--- src/rtl/wb_tag_pipe.sv ---
// -----------------------------------------------------------------------------
// wb_tag_pipe
//
// Write-back tag and result pipeline for the 5-stage CPU. Each issued
// instruction carries a tag {v, we, rd, ld, st} through the ID/EXE, EXE/MEM,
// MEM/WB and WB registers. Its result data comes from the ALU at EXE/MEM and
// from memory at MEM/WB.
//
// The block is the producer side of the forwarding path. It publishes the
// effective rd, the data and the load/store flags of each stage. It also turns
// the forwarding unit's load-use suspend request and the branch redirect into
// stall, bubble and flush controls for the front end. WB drives the
// register-file write port.
//
// Ports
//   clk_i, rst_n_i             clock (rising edge), async active-low reset
//   dec_valid_i .. dec_is_store_i
//                              tag of the instruction issuing from ID
//   alu_result_i               EXE result of the instruction in ID/EXE
//   mem_rdata_i                load data of the instruction in EXE/MEM
//   suspend_i                  load-use stall request
//   redirect_i                 taken branch/jump in ID/EXE
//   wr_exe_mem_o/_mem_wb_o/_wb_o
//                              effective rd per stage (0 = no write)
//   data_exe_o/_mem_o/_wb_o    result data per stage
//   is_load_o                  EXE/MEM holds a valid load
//   is_sb_exe_o, is_sb_mem_o   EXE/MEM, MEM/WB hold a valid store
//   pc_stall_o, ifid_stall_o   hold PC and IF/ID
//   ifid_flush_o               clear IF/ID
//   rf_we_o, rf_waddr_o, rf_wdata_o
//                              register-file write port
//   stall_cnt_o, flush_cnt_o, retire_cnt_o
//                              saturating performance counters
// -----------------------------------------------------------------------------
module wb_tag_pipe #(
  parameter int unsigned CNT_W = 16
) (
  input  logic             clk_i,
  input  logic             rst_n_i,
  input  logic             dec_valid_i,
  input  logic             dec_we_i,
  input  logic [4:0]       dec_wr_i,
  input  logic             dec_is_load_i,
  input  logic             dec_is_store_i,
  input  logic [31:0]      alu_result_i,
  input  logic [31:0]      mem_rdata_i,
  input  logic             suspend_i,
  input  logic             redirect_i,
  output logic [4:0]       wr_exe_mem_o,
  output logic [4:0]       wr_mem_wb_o,
  output logic [4:0]       wr_wb_o,
  output logic [31:0]      data_exe_o,
  output logic [31:0]      data_mem_o,
  output logic [31:0]      data_wb_o,
  output logic             is_load_o,
  output logic             is_sb_exe_o,
  output logic             is_sb_mem_o,
  output logic             pc_stall_o,
  output logic             ifid_stall_o,
  output logic             ifid_flush_o,
  output logic             rf_we_o,
  output logic [4:0]       rf_waddr_o,
  output logic [31:0]      rf_wdata_o,
  output logic [CNT_W-1:0] stall_cnt_o,
  output logic [CNT_W-1:0] flush_cnt_o,
  output logic [CNT_W-1:0] retire_cnt_o
);

  typedef struct packed {
    logic       v;
    logic       we;
    logic [4:0] rd;
    logic       ld;
    logic       st;
  } tag_t;

  // The load flag is consumed when the MEM/WB data is selected. Later stages
  // therefore carry only the fields they still need.
  typedef struct packed {
    logic       v;
    logic       we;
    logic [4:0] rd;
    logic       st;
  } mw_tag_t;

  typedef struct packed {
    logic       v;
    logic       we;
    logic [4:0] rd;
  } wb_tag_t;

  localparam logic [CNT_W-1:0] CNT_MAX = '1;
  localparam logic [CNT_W-1:0] CNT_ONE = CNT_W'(1);

  function automatic logic [4:0] eff_rd(input logic v, input logic we,
                                        input logic [4:0] rd);
    return (v && we && (rd != 5'd0)) ? rd : 5'd0;
  endfunction

  function automatic logic [CNT_W-1:0] sat_inc(input logic [CNT_W-1:0] c);
    return (c == CNT_MAX) ? c : c + CNT_ONE;
  endfunction

  tag_t        id_ex, id_ex_nxt;
  tag_t        ex_mem, ex_mem_nxt;
  mw_tag_t     mem_wb, mem_wb_nxt;
  wb_tag_t     wb, wb_nxt;
  logic [31:0] ex_mem_data, ex_mem_data_nxt;
  logic [31:0] mem_wb_data, mem_wb_data_nxt;
  logic [31:0] wb_data;
  logic        take_redirect;
  logic [CNT_W-1:0] stall_cnt, flush_cnt, retire_cnt;

  // Suspend takes priority over redirect. The branch in ID/EXE stays held and
  // is redirected again once the stall lifts.
  assign take_redirect = redirect_i & ~suspend_i;

  always_comb begin
    id_ex_nxt       = '{v: dec_valid_i, we: dec_we_i, rd: dec_wr_i,
                        ld: dec_is_load_i, st: dec_is_store_i};
    ex_mem_nxt      = id_ex;
    ex_mem_data_nxt = alu_result_i;

    if (suspend_i) begin
      id_ex_nxt       = id_ex;
      ex_mem_nxt      = '0;
      ex_mem_data_nxt = '0;
    end else if (redirect_i) begin
      id_ex_nxt = '0;
    end

    mem_wb_nxt      = '{v: ex_mem.v, we: ex_mem.we, rd: ex_mem.rd, st: ex_mem.st};
    mem_wb_data_nxt = ex_mem.ld ? mem_rdata_i : ex_mem_data;
    wb_nxt          = '{v: mem_wb.v, we: mem_wb.we, rd: mem_wb.rd};
  end

  always_ff @(posedge clk_i or negedge rst_n_i) begin
    if (!rst_n_i) begin
      id_ex       <= '0;
      ex_mem      <= '0;
      mem_wb      <= '0;
      wb          <= '0;
      ex_mem_data <= '0;
      mem_wb_data <= '0;
      wb_data     <= '0;
    end else begin
      id_ex       <= id_ex_nxt;
      ex_mem      <= ex_mem_nxt;
      mem_wb      <= mem_wb_nxt;
      wb          <= wb_nxt;
      ex_mem_data <= ex_mem_data_nxt;
      mem_wb_data <= mem_wb_data_nxt;
      wb_data     <= mem_wb_data;
    end
  end

  always_ff @(posedge clk_i or negedge rst_n_i) begin
    if (!rst_n_i) begin
      stall_cnt  <= '0;
      flush_cnt  <= '0;
      retire_cnt <= '0;
    end else begin
      if (suspend_i)     stall_cnt  <= sat_inc(stall_cnt);
      if (take_redirect) flush_cnt  <= sat_inc(flush_cnt);
      // WB advances every edge, so a valid MEM/WB tag retires on this edge.
      if (mem_wb.v)      retire_cnt <= sat_inc(retire_cnt);
    end
  end

  assign wr_exe_mem_o = eff_rd(ex_mem.v, ex_mem.we, ex_mem.rd);
  assign wr_mem_wb_o  = eff_rd(mem_wb.v, mem_wb.we, mem_wb.rd);
  assign wr_wb_o      = eff_rd(wb.v, wb.we, wb.rd);

  assign data_exe_o   = ex_mem_data;
  assign data_mem_o   = mem_wb_data;
  assign data_wb_o    = wb_data;

  assign is_load_o    = ex_mem.v & ex_mem.ld;
  assign is_sb_exe_o  = ex_mem.v & ex_mem.st;
  assign is_sb_mem_o  = mem_wb.v & mem_wb.st;

  assign pc_stall_o   = suspend_i;
  assign ifid_stall_o = suspend_i;
  assign ifid_flush_o = take_redirect;

  assign rf_we_o      = wb.v & wb.we & (wb.rd != 5'd0);
  assign rf_waddr_o   = wb.rd;
  assign rf_wdata_o   = wb_data;

  assign stall_cnt_o  = stall_cnt;
  assign flush_cnt_o  = flush_cnt;
  assign retire_cnt_o = retire_cnt;

endmodule
--- config.mk ---
export PLATFORM = sky130hd
export DESIGN_NAME = wb_tag_pipe
export DESIGN_NICKNAME = d
export VERILOG_FILES = /design/src/rtl/wb_tag_pipe.sv
export SDC_FILE = /design/constraint.sdc
export NUM_CORES = 1
export LEC_CHECK = 0
export BUFFER_PORTS_ARGS = -buffer_cell sky130_fd_sc_hd__buf_2
export CORE_UTILIZATION = 25
export DETAILED_ROUTE_END_ITERATION = 8
export GPL_TIMING_DRIVEN = 0
export HOLD_SLACK_MARGIN = 0.08
export SLEW_MARGIN = 20
export SYNTH_ARGS = -nofsm -noshare
export SYNTH_HDL_FRONTEND = slang
export SYNTH_SLANG_ARGS = --single-unit
--- constraint.sdc ---
create_clock -name clk_i -period 2.97 [get_ports clk_i]
set_input_delay 0.1485 -clock clk_i [delete_from_list [all_inputs] [get_ports clk_i]]
set_output_delay 0.1485 -clock clk_i [all_outputs]
set_load 0.005 [all_outputs]
==> metrics, run 1 <==
outcome=completed; Final Net Count=964; Hold WC Path Type=in2reg; final RePlAce weighted congestion=0.834; Placed Cells=~1100; Non-Filler Instances=1240; Critical Path RT=approximately 2.8 ns; CTS Buffer Depth=2; Post-Syn Area per Cell=between 10 and 15 um2; wirelength, routed=about 19000 um; Worst setup EP type=output port; vias in the first global route=5167; Post-Syn Nets=~600; DR WL/cell=14.9 um; Synth area leader=dfrtp_1; Async S/R FF share, synth=1.00; Root Driver=clkbuf_16; critical path's slowest cell=clkbuf_1; clk sinks=177; Synth Register Bits=177; crit path capture=is_load_o; Arrival @ worst endpoint=1.92 ns; Slew Viols, Final=0; fill count=2631; Primary FF master, synth=dfrtp_1; CTS tree=built; Seq/Total Area, Yosys=0.651; Max Freq=483 MHz; # IOs=280; initial antenna violation count=1; share of layout cells above drive strength 1=0.447; starting density of the core=0.254; Yosys warning count=0; Post-synth top cells=dfrtp_1, nor2b_1, buf_4; 1st-pass router iterations=6; WHS Path Cells=3; Clock Skew=between 0.01 and 0.015 ns; reg2reg path depth=5; final worst-path cycle share=0.697; Worst-Margin Slew=0.703 ns; RSZ-0062 raised after global routing=false; antenna-violating nets left=0; area share of the largest cell type after synthesis=0.651; FF-to-FF End=retire_cnt_o[15]; grt ovf=0; number of buffers created by CTS=17; Die Span Y=167 um; First DRT Iteration DRCs=approximately 280; Worst path max stage delay=0.58 ns; most used cell, CP=clkbuf_1; Area contributors post-synth=dfrtp_1, mux2_2, buf_4; Post-synth EDFFs=0; post-route design area=10000 um2; # rows=60; crit path time final=2.07 ns; drc violations=0; Reg power frac=0.481; Net Switching=between 1.5 and 2 mW; Setup violations, final=0; core area=26800 um2; Buffers on Ports=277; Combinational Power Share=0.143; PwrDens=around 600 nW/um2; Lkg Pwr=5.26 nW; mapped cell area=6800 um2; die area=27900 um2; Chip Width=167 um; share of power burned in the clock network=0.375; P_int=4.29 mW; endpoints failing hold=0; global-route wire length before repair=29000 um; Yosys cell types=42; Final Util=0.374; Crit Path Class=reg2out; Overall Global Routing Usage=0.135; clk_lat worst skew=0.42 ns; Syn Inst Count=between 500 and 600; Switching Share=0.285; largest net degree at the start of global routing=80; r2r startpoint=retire_cnt_o[0]; Via Count=5112; Tot Pwr=5.99 mW; Max IR drop VDD=0.371 mV; slew margin rel.=0.532; P&R area growth vs syn=47.5%; Reg clk slew, reported paths=0.07 ns; reg2reg setup slack=1.03 ns; Detailed Place HPWL=13500 um; critical path peak fanout=10; H-tree depth=4; Cell Chain, Critical Path=clkbuf_1 > clkbuf_1 > and2_1 > buf_2; max cap viols=0; DR vias/cell=4.12; Critical Path Source=ex_mem[1]; startpoint types=flip-flop; Area after DPL=8680 um2; count leader, synth=dfrtp_1
[registers in the layout (all words and copies together) (netlist names)]
register,count
wb,2
id_ex,9
rf_waddr_o,5
data_exe_o,32
data_wb_o,32
data_mem_o,32
mem_wb,8
retire_cnt_o,16
flush_cnt_o,16
stall_cnt_o,16
ex_mem,9
[metal layers]
| metal | GRT usage | up-vias | wire, um |
|---|---|---|---|
| li1 | - | 2463 | - |
| met1 | 0.177 | 2476 | 8400 |
| met2 | 0.222 | 161 | 8980 |
| met3 | 0.0333 | 12 | 883 |
| met4 | 0.0374 | 0 | 239 |
| met5 | 0 | - | 0 |
[logic make-up (layout without fill, tap and decap cells)]
| logic type | count (synthesis) | in the layout | synth area share |
|---|---|---|---|
| DFF | 177 | 177 | 0.651 |
| and+or+nand+nor | 174 | 174 | 0.150 |
| buffers and inverters | 56 | 441 | 0.0537 |
| muxes | 37 | 37 | 0.0613 |
| xor gates and xnor gates | 36 | 36 | 0.0464 |
| AOI/OAI and AO/OA | 29 | 29 | 0.0315 |
| adders and majority gates | 3 | 3 | 0.00552 |
| other | 0 | 2 | 0 |
[what timing repair did]
item,in CTS,in global routing
endpoints found under the hold margin,171,0
hold buffers,74,0
buffers inserted,0,0
resized for setup,0,0
[worst min path at each step]
stage	to	from
after CTS	stall_cnt_o[8]	suspend_i
after detailed placement	data_mem_o[6]	rst_n_i
after floorplan	data_exe_o[0]	rst_n_i
after global routing	data_mem_o[6]	rst_n_i
after global placement	mem_wb[0]	ex_mem[0]
final	stall_cnt_o[8]	suspend_i
[power groups by stage]
stage | logic [mW] | registers, mW | clock network (mW)
3_3_place_gp | 0.769 | 2.92 | 0
5_1_grt | 0.957 | 2.92 | 2.44
6_report | 0.859 | 2.88 | 2.25
2_1_floorplan | 0.341 | 2.90 | 0
4_1_cts | 0.877 | 2.88 | 2.34
3_5_place_dp | 0.797 | 2.93 | 0
[area by class of cell]
| type | instances | area (um2) | share of cell area |
|---|---|---|---|
| plain buffers | 52 | 350 | 0.0349 |
| clock buffers | 18 | 439 | 0.0438 |
| diodes | 2 | 5.00 | 0.000499 |
| inverters | 4 | 15.0 | 0.00150 |
| clock inverters | 14 | 165 | 0.0165 |
| multi-input cells | 279 | 2010 | 0.200 |
| repair buffers | 353 | 2190 | 0.219 |
| well taps | 341 | 427 | 0.0425 |
| flip-flops and latches | 177 | 4430 | 0.442 |
[metrics by stage]
step                hold slack, ns  setup slack [ns]  setup TNS (ns)
CTS                          0.113             0.786               0
floorplan                   -0.147              1.22               0
global placement             0.351             -1.18         -206.13
global route                 0.157             0.702               0
detailed placement          0.0219              1.05               0
finish                       0.135             0.900               0
[critical path, delay by kind of cell, from the launching register on]
kind / cells / cell delay (ns)
AND/OR/NAND/NOR: 1 / 0.21
buffers and inverters: 3 / 0.97
flip-flops: 1 / 0.32
[cell usage in the layout (no fill, tap or decap), drive strengths merged, types with 2 or more instances in the layout]
master,n
nand3,11
nor3,14
nor4,6
buf,320
or3,2
nand2b,10
clkinv,6
and3,21
inv,12
clkbuf,29
xnor2,16
mux2,37
o21ai,11
and4,3
a21oi,8
ha,3
and2,3
o41a,2
dfrtp,177
nand2,30
nand4,19
dlygate4sd3,74
nor2b,41
diode,2
xor2,20
o41ai,2
nor2,11
(Power assumes the default switching activity.)
==> run 2, diff against run 1 <==
==> constraint.sdc (replaced) <==
create_clock -name clk_i -period 2.02 [get_ports clk_i]
set_input_delay 0.101 -clock clk_i [delete_from_list [all_inputs] [get_ports clk_i]]
set_output_delay 0.101 -clock clk_i [all_outputs]
set_load 0.005 [all_outputs]
==> run 2 against run 1 <==
  * Sequential share of layout area barely moved
  * Non-clock buffer count rose by 1
  * Clock skew barely moved
  * Combinational power rose by 48%
  * Critical endpoint is now flush_cnt_o[1]
  * Worst hold slack got worse by 0.025 ns
  * Via count rose by 0.23%
  * Routed wire length rose by 0.22%
  * Largest cell class unchanged
  * Global-route usage barely moved
==> metrics, run 2 (same netlist as run 1, synthesis figures left out) <==
Worst-Margin Slew=0.651 ns (-0.0518 ns); RSZ-0062 raised after global routing=true; pre-CTS setup slack=0.104 ns (-0.950 ns); Clock Skew=0.0140 ns (-0.000000100 ns); drc violations=0 (unchanged); setup ws final=0.122 ns (-0.779 ns); Switching Share=0.285 (+0.000583); clk sinks=177 (unchanged); Non-Filler Instances=1241 (+0.081%); share of layout cells above drive strength 1=0.448 (+0.000616); Max Freq=527 MHz; 1st-pass router iterations=6 (unchanged); # rows=60 (unchanged); endpoints failing hold=0 (unchanged); die area=27900 um2 (unchanged); Overall Global Routing Usage=0.135 (about the same); fill count=2632 (+0.038%); startpoint types=flip-flop; Buffers on Ports=277 (unchanged); number of buffers created by CTS=17 (unchanged); # IOs=280 (unchanged); Max IR drop VDD=0.546 mV (+47%); Worst setup EP type=flip-flop; slew margin rel.=0.566 (+0.0345); Reg power frac=0.481 (about the same); Root Driver=clkbuf_16; final worst-path cycle share=0.940; initial antenna violation count=1 (unchanged); H-tree depth=4 (unchanged); starting density of the core=0.254 (unchanged); area of the multi-input gates=2010 um2 (unchanged); crit path time final=around 1.9 ns; clk_lat worst skew=0.42 ns (about the same); wirelength, routed=18500 um (+0.22%); post-CTS setup buffer count=0 (unchanged); Final Util=0.375 (+0.000420); Critical Path Source=flush_cnt_o[0]; Net Switching=2.51 mW (+47%); CTS tree=built; Chip Width=167 um (unchanged); Combinational Power Share=0.143 (about the same); Area after DPL=8680 um2 (unchanged); CTS Buffer Depth=2 (unchanged); critical path peak fanout=4 (-6); largest net degree at the start of global routing=80 (unchanged); core area=26800 um2 (unchanged); Slew Viols, Final=0 (unchanged); DR WL/cell=14.9 um (+0.14%); Die Span Y=167 um (unchanged); Detailed Place HPWL=13500 um (unchanged); Hold WC Path Type=in2async; Via Count=5124 (+0.23%); share of power burned in the clock network=0.376 (about the same); Min Hold Slack=0.110 ns (-0.0250 ns); post-route design area=10000 um2 (+0.11%); final RePlAce weighted congestion=0.834 (unchanged); Reg clk slew, reported paths=0.08 ns (about the same); Final Net Count=965 (+0.10%); r2r startpoint=flush_cnt_o[0]; commonest non-fill, non-tap cell in the layout=buf_2; P&R area growth vs syn=47.6%; First DRT Iteration DRCs=304 (+7.4%); outcome=completed; Lkg Pwr=5.27 nW (+0.14%); reg2reg setup slack=0.12 ns (-0.91 ns); P_int=6.30 mW (+47%); global-route wire length before repair=29100 um (about the same); Crit Path Class=reg2reg; antenna-violating nets left=0 (unchanged); Setup violations, final=0 (unchanged); PwrDens=878 nW/um2 (+47%); Placed Cells=1132 (unchanged); Critical Path RT=2.33 ns (-0.49 ns); most frequent cells in the layout=buf_2, dfrtp_1, dlygate4sd3_1, nor2b_1, buf_4; vias in the first global route=5185 (+0.35%); grt ovf=0 (unchanged); DR vias/cell=4.13 (+0.15%); FF/Latch Area=4430 um2 (unchanged); max cap viols=0 (unchanged); Arrival @ worst endpoint=2.20 ns (+0.28 ns)
run 2: cell types whose count changed in the layout (fill, tap and decap cells not counted):
cell	previous run	this run
dlygate4sd3_1	74	75
clkbuf_1	11	10
clkbuf_2	0	1
run 2: per-stage QoR:
stage / power [mW] / setup TNS (ns)
6_report: 8.82 / 0
3_3_place_gp: 5.42 / -365.87
4_1_cts: 8.97 / 0
3_5_place_dp: 5.47 / 0
2_1_floorplan: 4.77 / 0
5_1_grt: 9.29 / -0.0445
run 2: final timing paths:
path	cells past startpoint	endpoint
hold reg to reg	0	data_wb_o[22]
setup reg to reg	4	flush_cnt_o[1]
hold / removal	2	data_wb_o[6]
min in group clk_i	3	id_ex[1]
setup / recovery	4	flush_cnt_o[1]
max in group asynchronous	4	rf_waddr_o[3]
run 2: critical path, stage by stage, from the launching register on:
cell and delay, ns:
dfrtp_1 0.42, ha_1 0.25, nand4_1 0.19, o41ai_2 0.55
mux2_2 0.38
run 2: area by class of cell:
class | count | share of cell area
Sequential cell | 177 | 0.441
Timing Repair Buffer | 354 | 0.219
Multi-Input combinational cell | 279 | 0.200
Clock buffer | 18 | 0.0437
Tap cell | 341 | 0.0425
Buffer | 52 | 0.0350
Clock inverter | 14 | 0.0165
Inverter | 4 | 0.00150
Antenna cell | 2 | 0.000499
run 2: per-layer routing:
metal | share of wire | vias to the layer above | global-route usage
li1 | - | 2467 | -
met1 | 0.46 | 2481 | 0.176
met2 | 0.49 | 164 | 0.222
met3 | 0.047 | 12 | 0.0333
met4 | 0.013 | 0 | 0.0374
met5 | 0 | - | 0
run 2: what timing repair did:
item | in CTS | in global routing
endpoints found under the hold margin | 172 | 0
endpoints found under the setup margin | 1 | 4
hold buffers | 75 | 0
resized for setup | 1 | 0
pin swaps | 0 | 1
run 2: power by group through the flow:
stage	Sequential (mW)	Clock [mW]	Combinational, mW
after floorplan	4.27	0	0.501
after global placement	4.29	0	1.13
after detailed placement	4.30	0	1.17
after CTS	4.24	3.44	1.29
after global routing	4.30	3.59	1.41
final	4.24	3.31	1.27
